--- config.mk ---
export PLATFORM = sky130hd
export DESIGN_NAME = mem_mgr_noc_encoder
export DESIGN_NICKNAME = d
export VERILOG_FILES = /design/src/rtl/mem_mgr_noc_pkg.sv /design/src/rtl/mem_mgr_resp_fifo.sv /design/src/rtl/mem_mgr_noc_encoder.sv
export SDC_FILE = /design/constraint.sdc
export NUM_CORES = 1
export LEC_CHECK = 0
export ABC_AREA = 1
export CORE_MARGIN = 2
export CORE_UTILIZATION = 60
export CTS_BUF_LIST = sky130_fd_sc_hd__clkbuf_8
export CTS_CLUSTER_DIAMETER = 100
export DETAILED_ROUTE_END_ITERATION = 6
export GPL_TIMING_DRIVEN = 0
export PLACE_DENSITY = 0.8
export SYNTH_ARGS = -nofsm -noshare
export SYNTH_HDL_FRONTEND = slang
export SYNTH_SLANG_ARGS = --single-unit
--- constraint.sdc ---
create_clock -name clk_ctrl -period 8.4 [get_ports clk_ctrl]
set_input_delay 1.68 -clock clk_ctrl [delete_from_list [all_inputs] [get_ports clk_ctrl]]
set_output_delay 1.68 -clock clk_ctrl [all_outputs]
set_load 0.005 [all_outputs]
--- src/rtl/mem_mgr_noc_pkg.sv ---
// Shared NoC definitions for the memory-manager ingress decoder and egress encoder.
// Covers packet codes, the header layout and the encoder state encoding.
// No logic; no latency or backpressure of its own.
package mem_mgr_noc_pkg;

    localparam logic [2:0] NOC_MACK   = 3'd1;
    localparam logic [2:0] NOC_MDATA  = 3'd2;
    localparam logic [2:0] NOC_MPUT   = 3'd4;
    localparam logic [2:0] NOC_MGET   = 3'd5;
    localparam logic [2:0] NOC_MLOAD  = 3'd6;
    localparam logic [2:0] NOC_MSTORE = 3'd7;

    // body carries the offset for short packets, {6'b0, len_log2, 2'b0} for long ones
    typedef struct packed {
        logic [2:0]  rsvd_hi;
        logic        hl;
        logic [2:0]  code;
        logic [6:0]  rsvd_mid;
        logic [11:0] body;
        logic [5:0]  dst;
    } noc_hdr_t;

    typedef enum logic [2:0] {
        ST_IDLE,
        ST_HDR,
        ST_ADDR,
        ST_DATA,
        ST_ACK_WORD,
        ST_DROP
    } enc_state_t;

    function automatic noc_hdr_t build_hdr(input logic hl, input logic [2:0] code,
                                           input logic [11:0] offset, input logic [3:0] len_log2,
                                           input logic [5:0] dst);
        noc_hdr_t h;
        h      = '0;
        h.hl   = hl;
        h.code = code;
        h.body = hl ? {6'b0, len_log2, 2'b0} : offset;
        h.dst  = dst;
        return h;
    endfunction

endpackage

--- src/rtl/mem_mgr_resp_fifo.sv ---
// Synchronous read-data FIFO with asynchronous clear.
// Latency: a pushed word is at the head on the following cycle.
// Backpressure: push ignored when full, pop ignored when empty.
module mem_mgr_resp_fifo #(
    parameter int WIDTH = 32,
    parameter int DEPTH = 16
) (
    input  logic             clk_ctrl,
    input  logic             clk_ctrl_rst,
    input  logic             push,
    input  logic [WIDTH-1:0] push_dat,
    input  logic             pop,
    output logic [WIDTH-1:0] head_dat,
    output logic             full,
    output logic             empty
);
    localparam int AW = $clog2(DEPTH);

    logic [WIDTH-1:0] mem [DEPTH];
    logic [AW:0]      wr_ptr;
    logic [AW:0]      rd_ptr;
    logic             wr_en;
    logic             rd_en;

    assign wr_en    = push && !full;
    assign rd_en    = pop && !empty;
    assign empty    = (wr_ptr == rd_ptr);
    assign full     = (wr_ptr[AW] != rd_ptr[AW]) && (wr_ptr[AW-1:0] == rd_ptr[AW-1:0]);
    assign head_dat = mem[rd_ptr[AW-1:0]];

    always_ff @(posedge clk_ctrl) begin
        if (wr_en) mem[wr_ptr[AW-1:0]] <= push_dat;
    end

    always_ff @(posedge clk_ctrl or posedge clk_ctrl_rst) begin
        if (clk_ctrl_rst) begin
            wr_ptr <= '0;
            rd_ptr <= '0;
        end else begin
            if (wr_en) wr_ptr <= wr_ptr + 1'b1;
            if (rd_en) rd_ptr <= rd_ptr + 1'b1;
        end
    end

endmodule

--- src/rtl/mem_mgr_noc_encoder.sv ---
// Builds NoC response packets (MDATA / MACK) from response jobs and buffered cache read data.
// Latency: header one cycle after job accept; data beats one cycle after their FIFO push at the earliest.
// Backpressure: AXIS TREADY stalls the FSM; cpu_resp_ready drops while the read-data FIFO is full.
module mem_mgr_noc_encoder
    import mem_mgr_noc_pkg::*;
#(
    parameter int S_AXI_ID_SZ  = 11,
    parameter int FIFO_DEPTH   = 16,
    parameter int MAX_LEN_LOG2 = 4
) (
    input  logic                    clk_ctrl,
    input  logic                    clk_ctrl_rst,
    input  logic                    job_valid,
    output logic                    job_ready,
    input  logic [2:0]              job_code,
    input  logic [5:0]              job_dst,
    input  logic [11:0]             job_offset,
    input  logic [31:0]             job_addr,
    input  logic [MAX_LEN_LOG2-1:0] job_len_log2,
    input  logic [S_AXI_ID_SZ-1:0]  job_id,
    input  logic                    cpu_resp_valid,
    input  logic [31:0]             cpu_resp_data,
    output logic                    cpu_resp_ready,
    output logic                    stream_out_TVALID,
    output logic [31:0]             stream_out_TDATA,
    output logic [3:0]              stream_out_TKEEP,
    output logic                    stream_out_TLAST,
    input  logic                    stream_out_TREADY
);
    localparam int CW = MAX_LEN_LOG2 + 1;

    enc_state_t             state;
    noc_hdr_t               hdr_q;
    logic [31:0]            addr_q;
    logic [S_AXI_ID_SZ-1:0] id_q;
    logic [CW-1:0]          cnt_q;
    logic                   ack_q;

    logic                   fifo_full;
    logic                   fifo_empty;
    logic                   fifo_pop;
    logic [31:0]            fifo_head;
    logic                   is_long;

    assign is_long          = (job_len_log2 != '0);
    assign cpu_resp_ready   = !fifo_full;
    assign stream_out_TKEEP = 4'hF;

    mem_mgr_resp_fifo #(.WIDTH(32), .DEPTH(FIFO_DEPTH)) u_resp_fifo (
        .clk_ctrl     (clk_ctrl),
        .clk_ctrl_rst (clk_ctrl_rst),
        .push         (cpu_resp_valid),
        .push_dat     (cpu_resp_data),
        .pop          (fifo_pop),
        .head_dat     (fifo_head),
        .full         (fifo_full),
        .empty        (fifo_empty)
    );

    always_comb begin
        stream_out_TVALID = 1'b0;
        stream_out_TDATA  = '0;
        stream_out_TLAST  = 1'b0;
        fifo_pop          = 1'b0;
        case (state)
            ST_HDR: begin
                stream_out_TVALID = 1'b1;
                stream_out_TDATA  = hdr_q;
            end
            ST_ADDR: begin
                stream_out_TVALID = 1'b1;
                stream_out_TDATA  = addr_q;
            end
            ST_DATA: begin
                stream_out_TVALID = !fifo_empty;
                stream_out_TDATA  = fifo_empty ? '0 : fifo_head;
                stream_out_TLAST  = !fifo_empty && (cnt_q == CW'(1));
                fifo_pop          = !fifo_empty && stream_out_TREADY;
            end
            ST_ACK_WORD: begin
                stream_out_TVALID = 1'b1;
                stream_out_TDATA  = {{(32-S_AXI_ID_SZ){1'b0}}, id_q};
                stream_out_TLAST  = 1'b1;
            end
            default: ;
        endcase
    end

    // job_ready only re-arms after a full cycle back in IDLE
    always_ff @(posedge clk_ctrl or posedge clk_ctrl_rst) begin
        if (clk_ctrl_rst) begin
            state     <= ST_IDLE;
            job_ready <= 1'b0;
            hdr_q     <= '0;
            addr_q    <= '0;
            id_q      <= '0;
            cnt_q     <= '0;
            ack_q     <= 1'b0;
        end else begin
            job_ready <= 1'b0;
            case (state)
                ST_IDLE: begin
                    if (job_valid && job_ready) begin
                        addr_q <= job_addr;
                        id_q   <= job_id;
                        cnt_q  <= CW'(1) << job_len_log2;
                        ack_q  <= 1'b0;
                        hdr_q  <= '0;
                        case (job_code)
                            NOC_MGET, NOC_MLOAD: begin
                                hdr_q <= build_hdr(is_long, NOC_MDATA, job_offset,
                                                   4'(job_len_log2), job_dst);
                                state <= ST_HDR;
                            end
                            NOC_MSTORE: begin
                                hdr_q <= build_hdr(1'b0, NOC_MACK, job_offset,
                                                   4'(job_len_log2), job_dst);
                                ack_q <= 1'b1;
                                state <= ST_HDR;
                            end
                            default: state <= ST_DROP;
                        endcase
                    end else begin
                        job_ready <= 1'b1;
                    end
                end
                ST_HDR: begin
                    if (stream_out_TREADY) begin
                        if (hdr_q.hl)   state <= ST_ADDR;
                        else if (ack_q) state <= ST_ACK_WORD;
                        else            state <= ST_DATA;
                    end
                end
                ST_ADDR: begin
                    if (stream_out_TREADY) state <= ST_DATA;
                end
                ST_DATA: begin
                    if (fifo_pop) begin
                        cnt_q <= cnt_q - CW'(1);
                        if (cnt_q == CW'(1)) state <= ST_IDLE;
                    end
                end
                ST_ACK_WORD: begin
                    if (stream_out_TREADY) state <= ST_IDLE;
                end
                default: state <= ST_IDLE;
            endcase
        end
    end

endmodule
==> Flow_metrics.wiki <==
{| class="wikitable"
! Metric !! Value
|-
| Result of the run || completed
|-
| Combinational share of power || 0.395
|-
| Switching share of power || 0.403
|-
| Worst hold margin || approximately 0.48 ns
|-
| Cell family with most CP delay || buffers and inverters
|-
| Total global-route track usage || 0.319
|-
| Number of buffers created by CTS || between 90 and 100
|-
| # IOs || 145
|-
| Layout overhead on the synthesized area || 16.7%
|-
| Endpoints failing setup || 0
|-
| Depth of the most critical reg-to-reg path || 12
|-
| Post-cts resize count || 0
|-
| Final period utilization || 0.657
|-
| DR pass1 iterations || 6
|-
| Area used by sequential logic in the layout || 17,500 um^2
|-
| Static power due to leakage || ~11 nW
|-
| PwrDens || between 300 and 400 nW/um^2
|-
| Die X || between 200 and 250 um
|-
| Timing-limited maximum frequency || around 180 MHz
|-
| Setup TNS || 0 ns
|-
| TritonCTS clock tree || yes
|-
| Number of port buffers || 140
|-
| Sequential share of the synthesized area || 0.697
|-
| Max_slew headroom || 0.265
|-
| Longest individual stage delay on the worst path || between 0.6 and 0.7 ns
|-
| Gate Count Post-Synth || roughly 2,400
|-
| Critical path capture point type || primary output
|-
| Iteration-0 DRC count of the detailed router || around 2,700
|-
| Post-CTS clock slew at the launch and capture registers of the worst setup and hold paths || ~0.060 ns
|-
| Number of vias per cell || 5.89
|-
| Root Buffer Master || clkbuf_8
|-
| Hold Path Depth || 2
|-
| Routed met2 length || 32,600 um
|-
| Fin. Hold Viols || 0
|-
| Clock insertion delay at the later pin of the skew report || 0.66 ns
|-
| Number of antenna violations at the first check in global routing || 0
|-
| Hold endpoint || id_q[0]$_DFFE_PP0P_
|-
| CP startpoint kind || register
|-
| GP Congestion || 0.940
|-
| Aggregate global routing overflow || 0
|-
| Total DRC errors in the routed layout || 0
|-
| Clock Skew || between 0.02 and 0.025 ns
|-
| Data arrival time of the critical path || ~3.8 ns
|-
| First-pass GRT wire length || approximately 100,000 um
|-
| Cts-stage hold buffer count || 0
|-
| Die height || 208 um
|-
| Area inside the core boundary || approximately 41,000 um^2
|-
| Uppermost layer routed || met4
|-
| Count of flip-flops with a built-in enable after synthesis || 512
|-
| Post-DR wirelength/cell || between 20 and 25 um
|-
| Tmin final || around 5.5 ns
|-
| Routed Wire Length || about 70,000 um
|-
| Cell-by-cell listing of the critical path || buf_2, inv_2, buf_2, buf_1, nand2_1, o21ai_1, nand2_1, nand2_1, inv_1, nand2_1, nand2_1, nand2_1, clkdlybuf4s50_1
|-
| Critical path's most frequent cell || nand2_1
|-
| NumNets Final || approximately 2,700
|-
| Distinct cell type count of the synthesized netlist || 34
|-
| Relative contribution of sequential cells to total power || 0.385
|-
| Maximum vdd drop || ~0.20 mV
|-
| Critical path type || register to primary output
|-
| Dominant synthesized flop cell || edfxtp_1
|-
| Setup slack on the worst flop-to-flop path || between 5 and 6 ns
|-
| Number of global-route vias before repair || approximately 18,000
|-
| Synth warnings || 0
|-
| Total Die Area || between 40,000 and 50,000 um^2
|-
| Worst Tran Pin Value || between 1 and 1.5 ns
|-
| Fraction of final layout cells with drive strength greater than 1 || 0.0814
|-
| Pint || ~0.0059 W
|-
| Max-Cap Viols || 0
|-
| Number of filler cells placed in the layout || around 2,800
|-
| Total via count in the routed design || roughly 19,000
|-
| Buffers inserted during post-CTS setup optimization || 0
|-
| Maximum clock path buffer count || 3
|-
| HP Class || register to register
|-
| Effective utilization at floorplan || 0.611
|-
| RSZ-0062 raised after global routing || false
|-
| Clock network power share || 0.220
|-
| CP max stage cell || buf_1
|-
| Buffers plus inverters on the worst setup path || 6
|-
| Pin count of the biggest net entering global routing || 74
|-
| Share of synthesized flip-flops with an asynchronous set or reset || 0.141
|-
| Post-synth design cell area || roughly 25,000 um^2
|-
| Flops & latches, synth || about 600
|-
| Startpoint of the tightest hold check path || id_q[0]$_DFFE_PP0P_
|-
| DR WL met3 || 8410 um
|-
| CP Max Fanout || 10
|-
| Mean Syn Cell Area || approximately 11 um^2
|-
| H-tree level count || 3
|-
| CP required || ~6.7 ns
|-
| Area of the multi-input gates || around 6700 um^2
|-
| Power spent charging and discharging nets || between 0.003 and 0.004 W
|-
| Number of slew-limit violations in the final report || 0
|-
| Sinks on Clock Net || between 500 and 600
|-
| R2r endpoint || u_resp_fifo.mem[11][28]$_DFFE_PP_
|-
| Antenna viol nets, final || 0
|-
| Reg2Reg Launch Point || u_resp_fifo.rd_ptr[0]$_DFFE_PP0P_
|-
| Half-perimeter wire length after detailed placement || about 47,000 um
|-
| Row cnt || 74
|-
| Metal-1 WL || 25,600 um
|}
## sequential cells by signal (all words and copies together) (netlist names)
name / flops
u_resp_fifo.rd_ptr: 5
u_resp_fifo.wr_ptr: 5
ack_q: 1
job_ready: 1
hdr_q: 21
cnt_q: 5
state: 3
id_q: 11
u_resp_fifo.mem: 512
addr_q: 32
## metal layers
layer	vias up	GRT usage
met3	251	0.0631
met2	1366	0.504
li1	8508	-
met5	-	0
met4	0	0.165
met1	8932	0.426
## synthesized netlist by cell type, types with 2 or more instances
master    number  area [um^2]
xor2_1         6         52.6
ha_1           7         87.6
inv_1         97          364
nand2_1      700         2630
nand2_2        4         25.0
clkbuf_1      50          188
buf_4          8         60.1
edfxtp_1     512        15400
nand3_1      124          621
xnor2_1        4         35.0
buf_2         43          215
nand4_1        5         31.3
dfrtp_1       84         2100
a21oi_1        7         35.0
buf_6          6         67.6
buf_1         24         90.1
inv_2          5         18.8
nor2_1       388         1460
o21ai_0      245         1230
o21ai_1       32          160
a221oi_1       8         70.1
nor3_1         2         10.0
o22ai_1        8         50.1
## layout make-up
type | instances | area share
Clock inverter | 69 | 0.0102
Timing Repair Buffer | 157 | 0.0606
Antenna cell | 1 | 0.0000855
Multi-Input combinational cell | 1552 | 0.230
Inverter | 104 | 0.0135
Tap cell | 532 | 0.0228
Sequential cell | 596 | 0.597
Clock buffer | 95 | 0.0447
Buffer | 131 | 0.0212
## tightest hold or removal path, stage by stage (launching register included)
cell and delay (ns):
dfrtp_1 0.35, nand2_1 0.05, nand2_1 0.05
## power by group through the flow
| stage | Clock, W | Combinational (W) | Sequential, W |
|---|---|---|---|
| floorplan | 0 | 0.00226 | 0.00380 |
| global placement | 0 | 0.00355 | 0.00384 |
| detailed placement | 0 | 0.00375 | 0.00384 |
| CTS | 0.00216 | 0.00377 | 0.00378 |
| global route | 0.00228 | 0.00416 | 0.00381 |
| finish | 0.00216 | 0.00388 | 0.00379 |
## placed cells by master (no fill, tap or decap), types with 8 or more instances in the layout
cell type | Yosys | routed
a221oi_1 | 8 | 8
nand3_1 | 124 | 124
clkdlybuf4s50_1 | 0 | 140
clkinv_2 | 0 | 13
clkinv_1 | 1 | 23
o21ai_1 | 32 | 32
clkbuf_1 | 50 | 50
buf_1 | 24 | 24
buf_12 | 0 | 13
nand2_1 | 700 | 700
buf_4 | 8 | 8
dfrtp_1 | 84 | 84
o21ai_0 | 245 | 245
buf_2 | 43 | 43
edfxtp_1 | 512 | 512
o22ai_1 | 8 | 8
inv_1 | 97 | 125
nor2_4 | 1 | 17
clkbuf_8 | 0 | 95
nor2_1 | 388 | 372
## stage by stage
stage	power (W)	cells	utilization	cell area, um^2	setup slack, ns
2_1_floorplan	0.00606	2383	-	25100	4.55
3_3_place_gp	0.00739	3055	0.662	27200	2.57
3_5_place_dp	0.00759	3072	0.674	27600	3.70
4_1_cts	0.00972	3236	0.713	29300	2.98
5_1_grt	0.0103	3236	0.713	29300	2.81
6_report	0.00983	3237	0.713	29300	2.88
## logic make-up (layout without fill, tap and decap cells)
group | count (synthesis) | in the layout | share of synthesized area
XOR/XNOR | 10 | 10 | 0.00349
AND/OR/NAND/NOR | 1228 | 1228 | 0.193
adder cells (fa/ha/maj) | 7 | 7 | 0.00349
buffers and inverters | 235 | 556 | 0.0404
AO/OA/AOI/OAI | 303 | 303 | 0.0625
other | 1 | 5 | 0.000150
flip-flops | 596 | 596 | 0.697
## worst max-delay path by stage
| stage | from | to | slack [ns] | cells after the start |
|---|---|---|---|---|
| global placement | cpu_resp_valid | u_resp_fifo.mem[12][30]$_DFFE_PP_ | 2.57 | 4 |
| CTS | u_resp_fifo.rd_ptr[1]$_DFFE_PP0P_ | stream_out_TDATA[28] | 2.98 | 13 |
| detailed placement | u_resp_fifo.rd_ptr[1]$_DFFE_PP0P_ | stream_out_TDATA[28] | 3.70 | 13 |
| finish | u_resp_fifo.rd_ptr[1]$_DFFE_PP0P_ | stream_out_TDATA[16] | 2.88 | 13 |
| floorplan | clk_ctrl_rst | ack_q$_DFFE_PP0P_ | 4.55 | 1 |
| global route | u_resp_fifo.rd_ptr[1]$_DFFE_PP0P_ | stream_out_TDATA[16] | 2.81 | 13 |
No activity file was read; power rests on OpenSTA's default activity.
